## src/rtl/adc_trigger_unit_pkg.sv

```systemverilog
// Shared definitions for the ADC trigger unit: default widths and FSM states.
package adc_trigger_unit_pkg;

    localparam int unsigned ADC_BITS_DEF = 12;
    localparam int unsigned CNT_BITS_DEF = 32;

    typedef enum logic [2:0] {
        IDLE,
        WAIT_INACT,
        ARMED,
        DELAY,
        FIRE,
        DONE
    } state_e;

endpackage

```

## src/rtl/adc_trigger_unit_if.sv

```systemverilog
// Control/status bundle between the capture controller and the trigger unit.
interface adc_trigger_unit_if #(
    parameter int unsigned pADC_BITS = adc_trigger_unit_pkg::ADC_BITS_DEF,
    parameter int unsigned pCNT_BITS = adc_trigger_unit_pkg::CNT_BITS_DEF
);
    logic                 cmd_arm_adc;
    logic                 trigger_mode;
    logic                 trigger_wait;
    logic                 trigger_now;
    logic                 trigger_src_adc;
    logic [pCNT_BITS-1:0] trigger_offset;
    logic [pADC_BITS-1:0] trigger_adclevel;
    logic [pADC_BITS-1:0] adc_data;
    logic                 trig_i;
    logic                 capture_go;
    logic                 armed_and_ready;
    logic [pCNT_BITS-1:0] trigger_length;

    modport master (
        output cmd_arm_adc, trigger_mode, trigger_wait, trigger_now, trigger_src_adc,
               trigger_offset, trigger_adclevel, adc_data, trig_i,
        input  capture_go, armed_and_ready, trigger_length
    );

    modport slave (
        input  cmd_arm_adc, trigger_mode, trigger_wait, trigger_now, trigger_src_adc,
               trigger_offset, trigger_adclevel, adc_data, trig_i,
        output capture_go, armed_and_ready, trigger_length
    );
endinterface

```

## src/rtl/trigger_source_detect.sv

```systemverilog
// Selects the trigger source, registers it twice and derives the polarity-adjusted
// active level and its rising edge (event), both presented registered.
module trigger_source_detect
    import adc_trigger_unit_pkg::*;
#(
    parameter int unsigned pADC_BITS = ADC_BITS_DEF
) (
    input  logic                 clk,
    input  logic                 rst_n,
    input  logic                 trigger_src_adc,
    input  logic                 trigger_mode,
    input  logic [pADC_BITS-1:0] adc_data,
    input  logic [pADC_BITS-1:0] trigger_adclevel,
    input  logic                 trig_i,
    output logic                 active,
    output logic                 trig_event
);

    logic trig_r_q,   trig_r_d;
    logic trig_r2_q,  trig_r2_d;
    logic active_q,   active_d;
    logic event_q,    event_d;
    logic raw_c, prev_c;

    always_comb begin
        raw_c     = trigger_src_adc ? (adc_data >= trigger_adclevel) : trig_i;
        trig_r_d  = raw_c;
        trig_r2_d = trig_r_q;
        active_d  = trigger_mode ? trig_r_q  : ~trig_r_q;
        prev_c    = trigger_mode ? trig_r2_q : ~trig_r2_q;
        event_d   = active_d & ~prev_c;
    end

    always_ff @(posedge clk or negedge rst_n) begin
        if (!rst_n) begin
            trig_r_q  <= 1'b0;
            trig_r2_q <= 1'b0;
            active_q  <= 1'b0;
            event_q   <= 1'b0;
        end else begin
            trig_r_q  <= trig_r_d;
            trig_r2_q <= trig_r2_d;
            active_q  <= active_d;
            event_q   <= event_d;
        end
    end

    assign active     = active_q;
    assign trig_event = event_q;

endmodule

```

## src/rtl/adc_trigger_unit.sv

```systemverilog
// ADC capture trigger: arm/wait/fire sequencing with programmable post-trigger
// delay, plus measurement of the most recent trigger-active duration.
module adc_trigger_unit
    import adc_trigger_unit_pkg::*;
#(
    parameter int unsigned pADC_BITS = ADC_BITS_DEF,
    parameter int unsigned pCNT_BITS = CNT_BITS_DEF
) (
    input  logic              adc_sampleclk,
    input  logic              reset_n,
    adc_trigger_unit_if.slave bus
);

    state_e               state_q, state_d;
    logic [pCNT_BITS-1:0] dly_cnt_q, dly_cnt_d;
    logic [pCNT_BITS-1:0] offset_q, offset_d;
    logic [pCNT_BITS-1:0] len_cnt_q, len_cnt_d;
    logic [pCNT_BITS-1:0] trig_len_q, trig_len_d;
    logic                 capture_go_q, capture_go_d;
    logic                 ready_q, ready_d;
    logic                 arm_ok_q, arm_ok_d;
    logic                 active_prev_q;
    logic                 active, trig_event;
    logic                 fire_c, leave_armed_c;

    trigger_source_detect #(
        .pADC_BITS (pADC_BITS)
    ) u_detect (
        .clk              (adc_sampleclk),
        .rst_n            (reset_n),
        .trigger_src_adc  (bus.trigger_src_adc),
        .trigger_mode     (bus.trigger_mode),
        .adc_data         (bus.adc_data),
        .trigger_adclevel (bus.trigger_adclevel),
        .trig_i           (bus.trig_i),
        .active           (active),
        .trig_event       (trig_event)
    );

    // Arming needs cmd_arm_adc seen low since reset, so a reset cannot re-arm by itself.
    always_comb begin
        state_d       = state_q;
        dly_cnt_d     = dly_cnt_q;
        offset_d      = offset_q;
        arm_ok_d      = arm_ok_q | ~bus.cmd_arm_adc;
        leave_armed_c = 1'b0;
        fire_c        = trig_event | bus.trigger_now;

        if (!bus.cmd_arm_adc) begin
            state_d = IDLE;
        end else begin
            case (state_q)
                IDLE:       if (arm_ok_q) state_d = bus.trigger_wait ? WAIT_INACT : ARMED;
                WAIT_INACT: if (!active) state_d = ARMED;
                ARMED: begin
                    if (fire_c) begin
                        leave_armed_c = 1'b1;
                        offset_d      = bus.trigger_offset;
                        dly_cnt_d     = '0;
                        state_d       = (bus.trigger_offset == '0) ? FIRE : DELAY;
                    end
                end
                DELAY: begin
                    dly_cnt_d = dly_cnt_q + pCNT_BITS'(1);
                    if (dly_cnt_q == offset_q - pCNT_BITS'(1)) state_d = FIRE;
                end
                FIRE:    state_d = DONE;
                DONE:    state_d = DONE;
                default: state_d = IDLE;
            endcase
        end

        capture_go_d = (state_d == FIRE);
        ready_d      = (state_d == ARMED);
    end

    // Active-period length; a forced trigger while inactive reports a zero length.
    always_comb begin
        len_cnt_d  = len_cnt_q;
        trig_len_d = trig_len_q;
        if (active_prev_q && !active) trig_len_d = len_cnt_q;
        if (leave_armed_c && bus.trigger_now && !active) trig_len_d = '0;
        if (leave_armed_c) begin
            len_cnt_d = pCNT_BITS'(active);
        end else if (active && (len_cnt_q != '1)) begin
            len_cnt_d = len_cnt_q + pCNT_BITS'(1);
        end
    end

    always_ff @(posedge adc_sampleclk or negedge reset_n) begin
        if (!reset_n) begin
            state_q       <= IDLE;
            dly_cnt_q     <= '0;
            offset_q      <= '0;
            len_cnt_q     <= '0;
            trig_len_q    <= '0;
            capture_go_q  <= 1'b0;
            ready_q       <= 1'b0;
            arm_ok_q      <= 1'b0;
            active_prev_q <= 1'b0;
        end else begin
            state_q       <= state_d;
            dly_cnt_q     <= dly_cnt_d;
            offset_q      <= offset_d;
            len_cnt_q     <= len_cnt_d;
            trig_len_q    <= trig_len_d;
            capture_go_q  <= capture_go_d;
            ready_q       <= ready_d;
            arm_ok_q      <= arm_ok_d;
            active_prev_q <= active;
        end
    end

    assign bus.capture_go      = capture_go_q;
    assign bus.armed_and_ready = ready_q;
    assign bus.trigger_length  = trig_len_q;

endmodule

```

## src/flat_wrapper.sv

```systemverilog
// flat-port wrapper written by rule: the top's interface ports become plain ports
module adc_trigger_unit_flat import adc_trigger_unit_pkg::*;
#(
    parameter int unsigned pADC_BITS = ADC_BITS_DEF,
    parameter int unsigned pCNT_BITS = CNT_BITS_DEF
)
  (adc_sampleclk, reset_n, bus_cmd_arm_adc, bus_trigger_mode, bus_trigger_wait, bus_trigger_now, bus_trigger_src_adc, bus_trigger_offset, bus_trigger_adclevel, bus_adc_data, bus_trig_i, bus_capture_go, bus_armed_and_ready, bus_trigger_length);
  adc_trigger_unit_if #(.pADC_BITS(pADC_BITS), .pCNT_BITS(pCNT_BITS)) bus_i ();
  input  logic adc_sampleclk;
  input  logic reset_n;
  input wire logic [$bits(bus_i.cmd_arm_adc)-1:0] bus_cmd_arm_adc;
  input wire logic [$bits(bus_i.trigger_mode)-1:0] bus_trigger_mode;
  input wire logic [$bits(bus_i.trigger_wait)-1:0] bus_trigger_wait;
  input wire logic [$bits(bus_i.trigger_now)-1:0] bus_trigger_now;
  input wire logic [$bits(bus_i.trigger_src_adc)-1:0] bus_trigger_src_adc;
  input wire logic [$bits(bus_i.trigger_offset)-1:0] bus_trigger_offset;
  input wire logic [$bits(bus_i.trigger_adclevel)-1:0] bus_trigger_adclevel;
  input wire logic [$bits(bus_i.adc_data)-1:0] bus_adc_data;
  input wire logic [$bits(bus_i.trig_i)-1:0] bus_trig_i;
  output wire logic [$bits(bus_i.capture_go)-1:0] bus_capture_go;
  output wire logic [$bits(bus_i.armed_and_ready)-1:0] bus_armed_and_ready;
  output wire logic [$bits(bus_i.trigger_length)-1:0] bus_trigger_length;
  assign bus_i.cmd_arm_adc = bus_cmd_arm_adc;
  assign bus_i.trigger_mode = bus_trigger_mode;
  assign bus_i.trigger_wait = bus_trigger_wait;
  assign bus_i.trigger_now = bus_trigger_now;
  assign bus_i.trigger_src_adc = bus_trigger_src_adc;
  assign bus_i.trigger_offset = bus_trigger_offset;
  assign bus_i.trigger_adclevel = bus_trigger_adclevel;
  assign bus_i.adc_data = bus_adc_data;
  assign bus_i.trig_i = bus_trig_i;
  assign bus_capture_go = bus_i.capture_go;
  assign bus_armed_and_ready = bus_i.armed_and_ready;
  assign bus_trigger_length = bus_i.trigger_length;
  adc_trigger_unit #(.pADC_BITS(pADC_BITS), .pCNT_BITS(pCNT_BITS)) u_core (.adc_sampleclk(adc_sampleclk), .reset_n(reset_n), .bus(bus_i));
endmodule
```

## config.mk

```make
export PLATFORM = sky130hd
export DESIGN_NAME = adc_trigger_unit_flat
export DESIGN_NICKNAME = d
export VERILOG_FILES = /design/src/rtl/adc_trigger_unit_pkg.sv /design/src/rtl/adc_trigger_unit_if.sv /design/src/rtl/trigger_source_detect.sv /design/src/rtl/adc_trigger_unit.sv /design/src/flat_wrapper.sv
export SDC_FILE = /design/constraint.sdc
export NUM_CORES = 1
export LEC_CHECK = 0
export ABC_CLOCK_PERIOD_IN_PS = 3410
export CORE_UTILIZATION = 56
export DETAILED_ROUTE_END_ITERATION = 10
export PLACE_DENSITY_LB_ADDON = 0.2
export SYNTH_ARGS = -nofsm -noshare
export SYNTH_HDL_FRONTEND = slang
export SYNTH_SLANG_ARGS = --single-unit
export TNS_END_PERCENT = 20
```

## constraint.sdc

```tcl
create_clock -name adc_sampleclk -period 3.41 [get_ports adc_sampleclk]
set_clock_uncertainty 0.1 [all_clocks]
set_input_delay 0.341 -clock adc_sampleclk [delete_from_list [all_inputs] [get_ports adc_sampleclk]]
set_output_delay 0.341 -clock adc_sampleclk [all_outputs]
set_load 0.05 [all_outputs]
```

==> run_results.csv, run 1 <==
group,metric,value,unit
run_status,status,"finished, final reports clean",
detailed_routing,vias_per_cell,5.85,
detailed_routing,routed_wl,17800,microns
worst_setup_path,required,3.66,ns
cells_and_area,register_area,0.00348,sq mm
job,maxCapViolations,0,
worst_setup_path,critPathKind,"reg -> reg",
worst_setup_path,worstPathCellList,"inv_1, ha_1, nor3b_2, nand4_2, o31a_2, o21ai_0, o2111ai_1, nor4_4, nand3_2, a21oi_2",
detailed_routing,drt_iter0_markers,523,
detailed_routing,dr.pass1.iters,5,
yosys,synth-edff-count,0,
cells_and_area,nets,974,
global_routing,grt_pass1_vias,6335,
placement,detailedPlacementHpwl,12600,microns
detailed_routing,via_count,6322,
pwr,vdd_drop_max,408,uV
worst_setup_path,worstPathMaxFanout,11,
clocking,clock_latency,0.42,ns
detailed_routing,routedWlPerCell,16.4,microns
sta,rsz0062_at_grt,"false",
floorplan,rows,41,
sta,clock.fmax,0.332,GHz
worst_setup_path,end_kind,"flop",
sta,period_needed,3.01,ns
cells_and_area,final_common_cell,"dfrtp_1",
global_routing,grt_pass1_wl,30400,microns
clocking,clk_pin_slew_worst_paths,0.06,ns
yosys,ys_seq_area_share,46.2,%
worst_setup_path,cp.arrival,3.25,ns
yosys,ys.flop_type,"dfrtp_1",
yosys,synthCells,798,
floorplan,start_util,58.5,%
floorplan,fp.coreArea,0.0129,sq mm
global_routing,gr-total-overflow,0,
worst_setup_path,rrSetupSlack,0.40,ns
cells_and_area,multi_input_area,0.00385,sq mm
sta,finalHoldViolations,0,
cells_and_area,final_layout_size_suffix_gt1_share,9.91,%
yosys,synth_seq_cells,139,
cells_and_area,most-common-layout-cells,"dfrtp_1 (139), nand2_1 (125), clkdlybuf4s50_1 (96)",
clocking,clock_sinks,139,
yosys,synthesis.nets,877,
clocking,htree_levels,4,
sta,finalCritPeriodShare,88.2,%
sta,fin_tns_setup,0,ns
sta,tightest_slew,1.07,ns
yosys,yosys.area.top_type,"dfrtp_1",
global_routing,grt_usage,27.2,%
yosys,synthTopCellsByArea,"dfrtp_1 (46%), nand2_1 (6.2%), xor2_1 (6.2%)",
floorplan,die_h,118,microns
global_routing,antenna_found_initial,0,
yosys,yosys_warnings,0,
clocking,numCtsBuffers,17,
clocking,cts_setup_buffers,0,
floorplan,chipWidth,118,microns
cells_and_area,diodes,0,
placement,portBuffers,97,
yosys,async_reset_ff_share,100,%
placement,gp_congestion,0.907,
yosys,synth_area_per_cell,9.44,sq um
pwr,powerDensity,781,mW/mm^2
worst_setup_path,cp_slowest_cell,"dfrtp_1",
clocking,clockBufferDepth,2,
clocking,cts_tree,"built",
global_routing,grt_start_max_net_pins,98,
pwr,power.leakage,4.10,nW
detailed_routing,drc,0,
floorplan,dieArea,0.0139,sq mm
worst_hold_path,min_path_type,"reg -> reg",
floorplan,io_pins,98,
worst_setup_path,crit_path_max_incr_delay,0.46,ns
clocking,cts_root_buffer,"clkbuf_16",
yosys,netlist_area,0.00753,sq mm
sta,slew_violations,0,
sta,final-setup-viol-count,0,
sta,relSlewSlack,28.8,%
cells_and_area,syn2layout_area_growth,23.5,%
yosys,synth_top_area_share,46.2,%
detailed_routing,antenna_left,0,
cells_and_area,final_core_util,72.2,%
cells_and_area,fill_cells,904,
worst_setup_path,start_kind,"flop",
yosys,synth_cell_types,61,
## worst paths after layout
check	start	end	depth (start not counted)
min in group asynchronous	reset_n	u_core.offset_q[10]	2
max in group asynchronous	reset_n	u_core.dly_cnt_q[5]	3
min	u_core.u_detect.trig_r2_d	u_core.u_detect.trig_r2_q	0
max	u_core.offset_q[0]	u_core.bus.capture_go	10
max reg2reg	u_core.offset_q[0]	u_core.bus.capture_go	10
min reg2reg	u_core.u_detect.trig_r2_d	u_core.u_detect.trig_r2_q	0
## cell families (layout without fill, tap and decap cells)
family | count (synthesis) | after routing | share of synthesized area, %
simple gates | 378 | 378 | 25.4
flops | 139 | 139 | 46.2
compound gates | 94 | 94 | 8.14
xor+xnor | 88 | 88 | 10.2
buf+inv | 51 | 161 | 2.68
mux | 33 | 33 | 4.90
fa+ha+maj | 15 | 15 | 2.49
## cell usage after synthesis (all sizes together) (5+ instances only)
master / n
and4: 7
nand4: 22
xor2: 53
dfrtp: 139
and3: 16
nor2: 67
mux2: 31
and2: 6
a21oi: 23
ha: 15
inv: 21
nand2: 125
nand2b: 6
buf: 6
nand3: 54
clkbuf: 24
a21o: 5
o21ai: 31
o211ai: 5
nor2b: 7
nor3: 15
or3: 18
nor4: 20
xnor2: 35
## layout make-up
class,count,share of cell area (%)
multi-input combinational,608,41.5
tap,172,2.31
clock inverter,14,1.83
inverter,21,0.848
sequential,139,37.4
clock buffer,18,4.62
timing repair buffer,108,11.5
## through the flow
step	power [mW]	instance area (sq um)	setup slack, ns	hold slack [ns]	cells
after floorplan	4.47	7530	0.839	-0.0546	798
after global placement	5.25	8690	0.548	0.326	1047
after detailed placement	5.37	8690	0.391	0.335	1047
after CTS	7.27	9300	0.432	0.350	1080
after global routing	7.65	9300	0.113	0.366	1080
final	7.26	9300	0.402	0.349	1080
## power breakdown
part           switching [mW]  internal [mW]
clock                   0.728           1.15
combinational            1.52           1.08
sequential              0.623           2.15
## flip-flops by register name, summed over array words and instances (netlist names)
signal / flops
u_core.bus.trigger_length: 32
u_core.dly_cnt_q: 32
u_core.len_cnt_q: 32
u_core.offset_q: 32
u_core.state_q: 3
u_core.active_prev_q: 1
u_core.arm_ok_q: 1
u_core.bus.armed_and_ready: 1
u_core.bus.capture_go: 1
u_core.u_detect.active: 1
u_core.u_detect.trig_event: 1
u_core.u_detect.trig_r2_d: 1
u_core.u_detect.trig_r2_q: 1
## worst max-delay path, delay by kind of cell, from the launching register on
family | cells | cell delay (ns)
AND/OR/NAND/NOR | 4 | 1.05
AO/OA/AOI/OAI | 4 | 1.02
buffers and inverters | 1 | 0.10
adder cells (fa/ha/maj) | 1 | 0.18
flip-flops | 1 | 0.46
## per-layer routing
| metal | global-route usage [%] | vias to the layer above | part of all wire, % |
|---|---|---|---|
| li1 | - | 2996 | - |
| met1 | 36.1 | 3073 | 44 |
| met2 | 44.0 | 223 | 49 |
| met3 | 5.77 | 30 | 5.7 |
| met4 | 9.94 | 0 | 1.9 |
| met5 | 0 | - | 0 |
## repair_timing
item	4_1_cts	5_1_grt
hold endpoints to repair	85	0
setup endpoints to repair	0	0
resized for setup	0	0
hold buffers	1	0
Power figures use the tool's default switching activity.
==> run 2, diff against run 1 <==
GPL_ROUTABILITY_DRIVEN = 0   (was not set)
==> results of run 2 <==
Same layout as run 1: the final DEF is identical, and so are final timing and power.
==> RTL edit 1, RTL diff (flow settings as in run 1) <==
Reset style: synchronous (`reset_n` and `rst_n`), changed in 2 clocked blocks.
--- a/src/rtl/trigger_source_detect.sv
+++ b/src/rtl/trigger_source_detect.sv
@@ -32,5 +32,5 @@
     end
 
-    always_ff @(posedge clk or negedge rst_n) begin
+    always_ff @(posedge clk) begin
         if (!rst_n) begin
             trig_r_q  <= 1'b0;
--- a/src/rtl/adc_trigger_unit.sv
+++ b/src/rtl/adc_trigger_unit.sv
@@ -88,5 +88,5 @@
     end
 
-    always_ff @(posedge adc_sampleclk or negedge reset_n) begin
+    always_ff @(posedge adc_sampleclk) begin
         if (!reset_n) begin
             state_q       <= IDLE;
Check against the original RTL: differs if reset_n is asserted again (counterexample within 4 cycles, from zero or initial values and one cycle with reset_n low); with reset_n held inactive, the same outputs for 10 cycles.
==> RTL edit 1 against run 1 <==
- setup slack worse by 0.16 ns
- sequential cell count unchanged
- cell area down 5.8%
- global-route usage down 0.66 points
- die area down 6.9%
- wire length down 8.6%
- synthesized area down 7.0%
- count of clock-buffer cells in the layout up 1
- highest routed layer unchanged
Power is not compared: it rests on default switching activity, and its combinational part moved more than twofold at a synthesized area within 25%.
==> RTL edit 1: results (changes against run 1) <==
{| class="wikitable"
! Metric !! Value
|-
| Most used flip-flop cell after synthesis || sky130_fd_sc_hd__dfxtp_1
|-
| Iteration-0 DRC Markers || 403 (-23%)
|-
| Flop-to-flop setup slack || 0.25 ns (-0.16 ns)
|-
| Final wirelength || 16.2 mm (-8.6%)
|-
| Placement Cell Area || 8170 um2 (-5.9%)
|-
| Worst Setup Slack post-DPL || 0.288 ns (-0.103 ns)
|-
| Top post-synthesis cells by count || sky130_fd_sc_hd__nand2_1 (166), sky130_fd_sc_hd__dfxtp_1 (139), sky130_fd_sc_hd__nor2_1 (76), sky130_fd_sc_hd__xor2_1 (56), sky130_fd_sc_hd__a21oi_1 (47)
|-
| Run status || complete, no violations
|-
| Finished layout cell area || 8760 um2 (-5.8%)
|-
| Crit Reg-Reg Endpoint || u_core.bus.capture_go
|-
| Synth unique cells || 67 (+9.8%)
|-
| Relative max-transition margin || 54.6% (+26 points)
|-
| CP Data Arrival Time || 3.41 ns (+0.16 ns)
|-
| Delay contributed by the slowest stage of the critical path || 0.56 ns (+0.10 ns)
|-
| Cell with the largest stage delay on the worst path || sky130_fd_sc_hd__or4b_4
|-
| Via count of the first global-routing pass || 5872 (-7.3%)
|-
| Worst Path Max Fanout || 6 (-5)
|-
| Post-DP HPWL || 11.9 mm (-5.3%)
|-
| Synth Net Count || 945 (+7.8%)
|-
| Combined global-route utilization of all metal layers || 26.6% (-0.66 points)
|-
| Vias per Instance || 5.51 (-5.8%)
|-
| FF-to-FF Start || u_core.offset_q[0]
|-
| Wire length of the first global-routing pass || 27.5 mm (-9.7%)
|-
| Share of flip-flops with an asynchronous set or reset || 0% (-100 points)
|-
| Final layout net count || 1041 (+6.9%)
|-
| Portion of the post-synthesis area used by sequential elements || 39.7% (-6.5 points)
|}
## RTL edit 1: stage by stage
step	instances	power [mW]	hold slack, ns
finish	1141	3.82	0.352
CTS	1141	3.84	0.354
global placement	1111	2.01	0.344
global route	1141	3.97	0.372
floorplan	866	1.87	0.349
detailed placement	1111	2.01	0.346
## RTL edit 1: routing by layer
| layer | share of wire (%) | global-route usage, % | vias to the layer above |
|---|---|---|---|
| li1 | - | - | 3185 |
| met1 | 48 | 34.4 | 2936 |
| met5 | 0 | 0 | - |
| met2 | 46 | 43.7 | 148 |
| met4 | 1.1 | 7.01 | 0 |
| met3 | 5.2 | 7.44 | 21 |
## RTL edit 1: cell type report
type	count	area share, %
timing repair buffer	114	12.5
sequential	139	31.8
inverter	27	1.16
clock buffer	19	5.06
tap	168	2.40
clock inverter	11	1.66
multi-input combinational	663	45.4
## RTL edit 1: worst max path at each step
| stage | startpoint | to | slack [ns] | cells after the start |
|---|---|---|---|---|
| finish | u_core.offset_q[0] | u_core.bus.capture_go | 0.25 | 10 |
| global route | u_core.offset_q[0] | u_core.bus.capture_go | 0.07 | 10 |
| CTS | u_core.offset_q[0] | u_core.bus.capture_go | 0.27 | 10 |
| detailed placement | u_core.offset_q[0] | u_core.bus.capture_go | 0.29 | 10 |
| global placement | u_core.offset_q[7] | u_core.bus.capture_go | 0.35 | 8 |
| floorplan | u_core.offset_q[0] | u_core.bus.capture_go | 0.59 | 10 |
## RTL edit 1: cells by family after synthesis
| family | share of synthesized area [%] |
|---|---|
| simple gates | 28.5 |
| flops | 39.7 |
| mux | 0.286 |
| buf+inv | 3.59 |
| xor+xnor | 12.0 |
| fa+ha+maj | 2.68 |
| compound gates | 13.2 |
==> RTL edit 2, RTL diff (flow settings as in run 1) <==
Without the edit above. `ADC_BITS_DEF`: 12 -> 8.
--- a/src/rtl/adc_trigger_unit_pkg.sv
+++ b/src/rtl/adc_trigger_unit_pkg.sv
@@ -2,5 +2,5 @@
 package adc_trigger_unit_pkg;
 
-    localparam int unsigned ADC_BITS_DEF = 12;
+    localparam int unsigned ADC_BITS_DEF = 8;
     localparam int unsigned CNT_BITS_DEF = 32;
 
Ports: changed (resized bus_adc_data and bus_trigger_adclevel); port bits go from 98 to 90. The function was not compared with the original's and may differ.
==> RTL edit 2 against run 1 <==
- total power down 0.13%
- cell area down 1.9%
- sequential cell count unchanged
- wire length up 1.2%
- global-route usage up 1.1 points
- synthesized area down 1.2%
- setup slack worse by 0.22 ns
==> RTL edit 2: results (changes against run 1) <==
{| class="wikitable"
! Metric !! Value
|-
| Run status || complete, no violations
|-
| Switching fraction of total power || 39.9% (+0.28 points)
|-
| Worst Path Max Fanout || 7 (-4)
|-
| Synth Net Count || 917 (+4.6%)
|-
| Cells after DPL || 1088 (+3.9%)
|-
| Delay contributed by the slowest stage of the critical path || 0.51 ns (+0.05 ns)
|-
| Layout inverter count without the clock tree || 19 (-9.5%)
|-
| Drt wl/cell || 16.1 um (-2.3%)
|-
| Area contributors post-synth || sky130_fd_sc_hd__dfrtp_1 (47%), sky130_fd_sc_hd__nand2_1 (9.9%), sky130_fd_sc_hd__xor2_1 (6.5%), sky130_fd_sc_hd__xnor2_1 (4.9%), sky130_fd_sc_hd__nor2_1 (4.6%)
|-
| Number of buffer cells added on primary ports || 89 (-8.2%)
|-
| Combined global-route utilization of all metal layers || 28.3% (+1.1 points)
|-
| Worst hold slack across all endpoints || 0.346 ns (-0.00276 ns)
|-
| Non-clk buf share || 11.0% (-0.48 points)
|-
| Cell with the largest stage delay on the worst path || sky130_fd_sc_hd__or4b_1
|-
| Max VDD drop || 405 uV (-0.84%)
|-
| Post-DP HPWL || 13.0 mm (+3.7%)
|-
| Via count of the first global-routing pass || 6051 (-4.5%)
|-
| Multi-input gates || 658 (+8.2%)
|-
| Pin count of the biggest net entering global routing || 96 (-2.0%)
|-
| Power consumption || 7.25 mW (-0.13%)
|-
| Clock network area share || 6.56% (+0.11 points)
|-
| Final wirelength || 18.0 mm (+1.2%)
|-
| CP Data Arrival Time || 3.43 ns (+0.18 ns)
|-
| Finished layout cell area || 9120 um2 (-1.9%)
|-
| Final layout net count || 1003 (+3.0%)
|-
| Wire length of the first global-routing pass || 29.4 mm (-3.2%)
|-
| Mapped Avg Cell Area || 8.75 um2 (-7.2%)
|-
| Area Overhead vs Synth || 22.6%
|-
| Layout cells sized above 1 || 5.70% (-4.2 points)
|-
| Top post-synthesis cells by count || sky130_fd_sc_hd__nand2_1 (197), sky130_fd_sc_hd__dfrtp_1 (139), sky130_fd_sc_hd__nor2_1 (91), sky130_fd_sc_hd__xor2_1 (55), sky130_fd_sc_hd__nand3_1 (51)
|-
| Placement Cell Area || 8510 um2 (-2.0%)
|-
| Most used flip-flop cell after synthesis || sky130_fd_sc_hd__dfrtp_1
|-
| Portion of the post-synthesis area used by sequential elements || 46.8% (+0.56 points)
|-
| Hold Crit Start || u_core.u_detect.trig_r2_d
|-
| Synth unique cells || 58 (-4.9%)
|-
| Sequential-cell power consumption || 2.68 mW (-3%)
|-
| Leakage || 4.13 nW (+0.67%)
|-
| Clock transition at the register clock pins on the worst setup and hold paths after CTS || 0.06 ns (about the same)
|-
| Number of fill cells || 996 (+10%)
|-
| Multi-input gate share of the layout cell area || 41.1% (-0.34 points)
|-
| Global placer's final weighted congestion || 0.858 (-5.4%)
|-
| Total number of vias || 6418 (+1.5%)
|}
## RTL edit 2: changes by cell type after synthesis, sizes merged, moves of 5 or more
cell,change
nand2,+72
mux2,-30
nor2,+25
o21ai,-14
a31oi,+7
xnor2,+7
and3,-6
clkbuf,+5
o31ai,+5
## RTL edit 2: what timing repair did
item,4_1_cts,5_1_grt
gates resized for setup,0,0
endpoints found under the hold margin,57,0
hold buffers,1,0
## RTL edit 2: metal layers
layer  wire (um)  part of all wire [%]  track usage, %
met4         329                   1.8            10.5
met3        1050                   5.8            4.33
met1        7830                    44            37.6
met2        8760                    49            47.0
met5           0                     0               0
## RTL edit 2: worst max-delay path, delay by kind of cell (launching register included)
kind	cells	cell delay, ns
adder cells (fa/ha/maj)	1	0.28
buffers and inverters	1	0.09
flip-flops	1	0.41
AO/OA/AOI/OAI	2	0.26
AND/OR/NAND/NOR	6	1.96
## RTL edit 2: kinds of logic (layout without fill, tap and decap cells)
family	after synthesis	after routing	share of synthesized area, %
multiplexers	4	4	0.555
XOR/XNOR	97	97	11.4
AND/OR/NAND/NOR	471	471	30.2
AO/OA/AOI/OAI	75	75	6.34
buffers and inverters	53	150	2.89
flip-flops	139	139	46.8
adder cells (fa/ha/maj)	11	11	1.85
## RTL edit 2: worst max-delay path by stage
stage	startpoint	to	slack [ns]	cells after the start
after floorplan	u_core.offset_q[0]	u_core.bus.capture_go	0.34	11
after global placement	u_core.offset_q[5]	u_core.bus.capture_go	0.26	8
after detailed placement	u_core.offset_q[5]	u_core.bus.capture_go	0.18	8
after CTS	u_core.offset_q[5]	u_core.bus.capture_go	0.17	8
after global routing	u_core.offset_q[5]	u_core.bus.capture_go	0.01	8
final	u_core.offset_q[0]	u_core.bus.capture_go	0.18	10
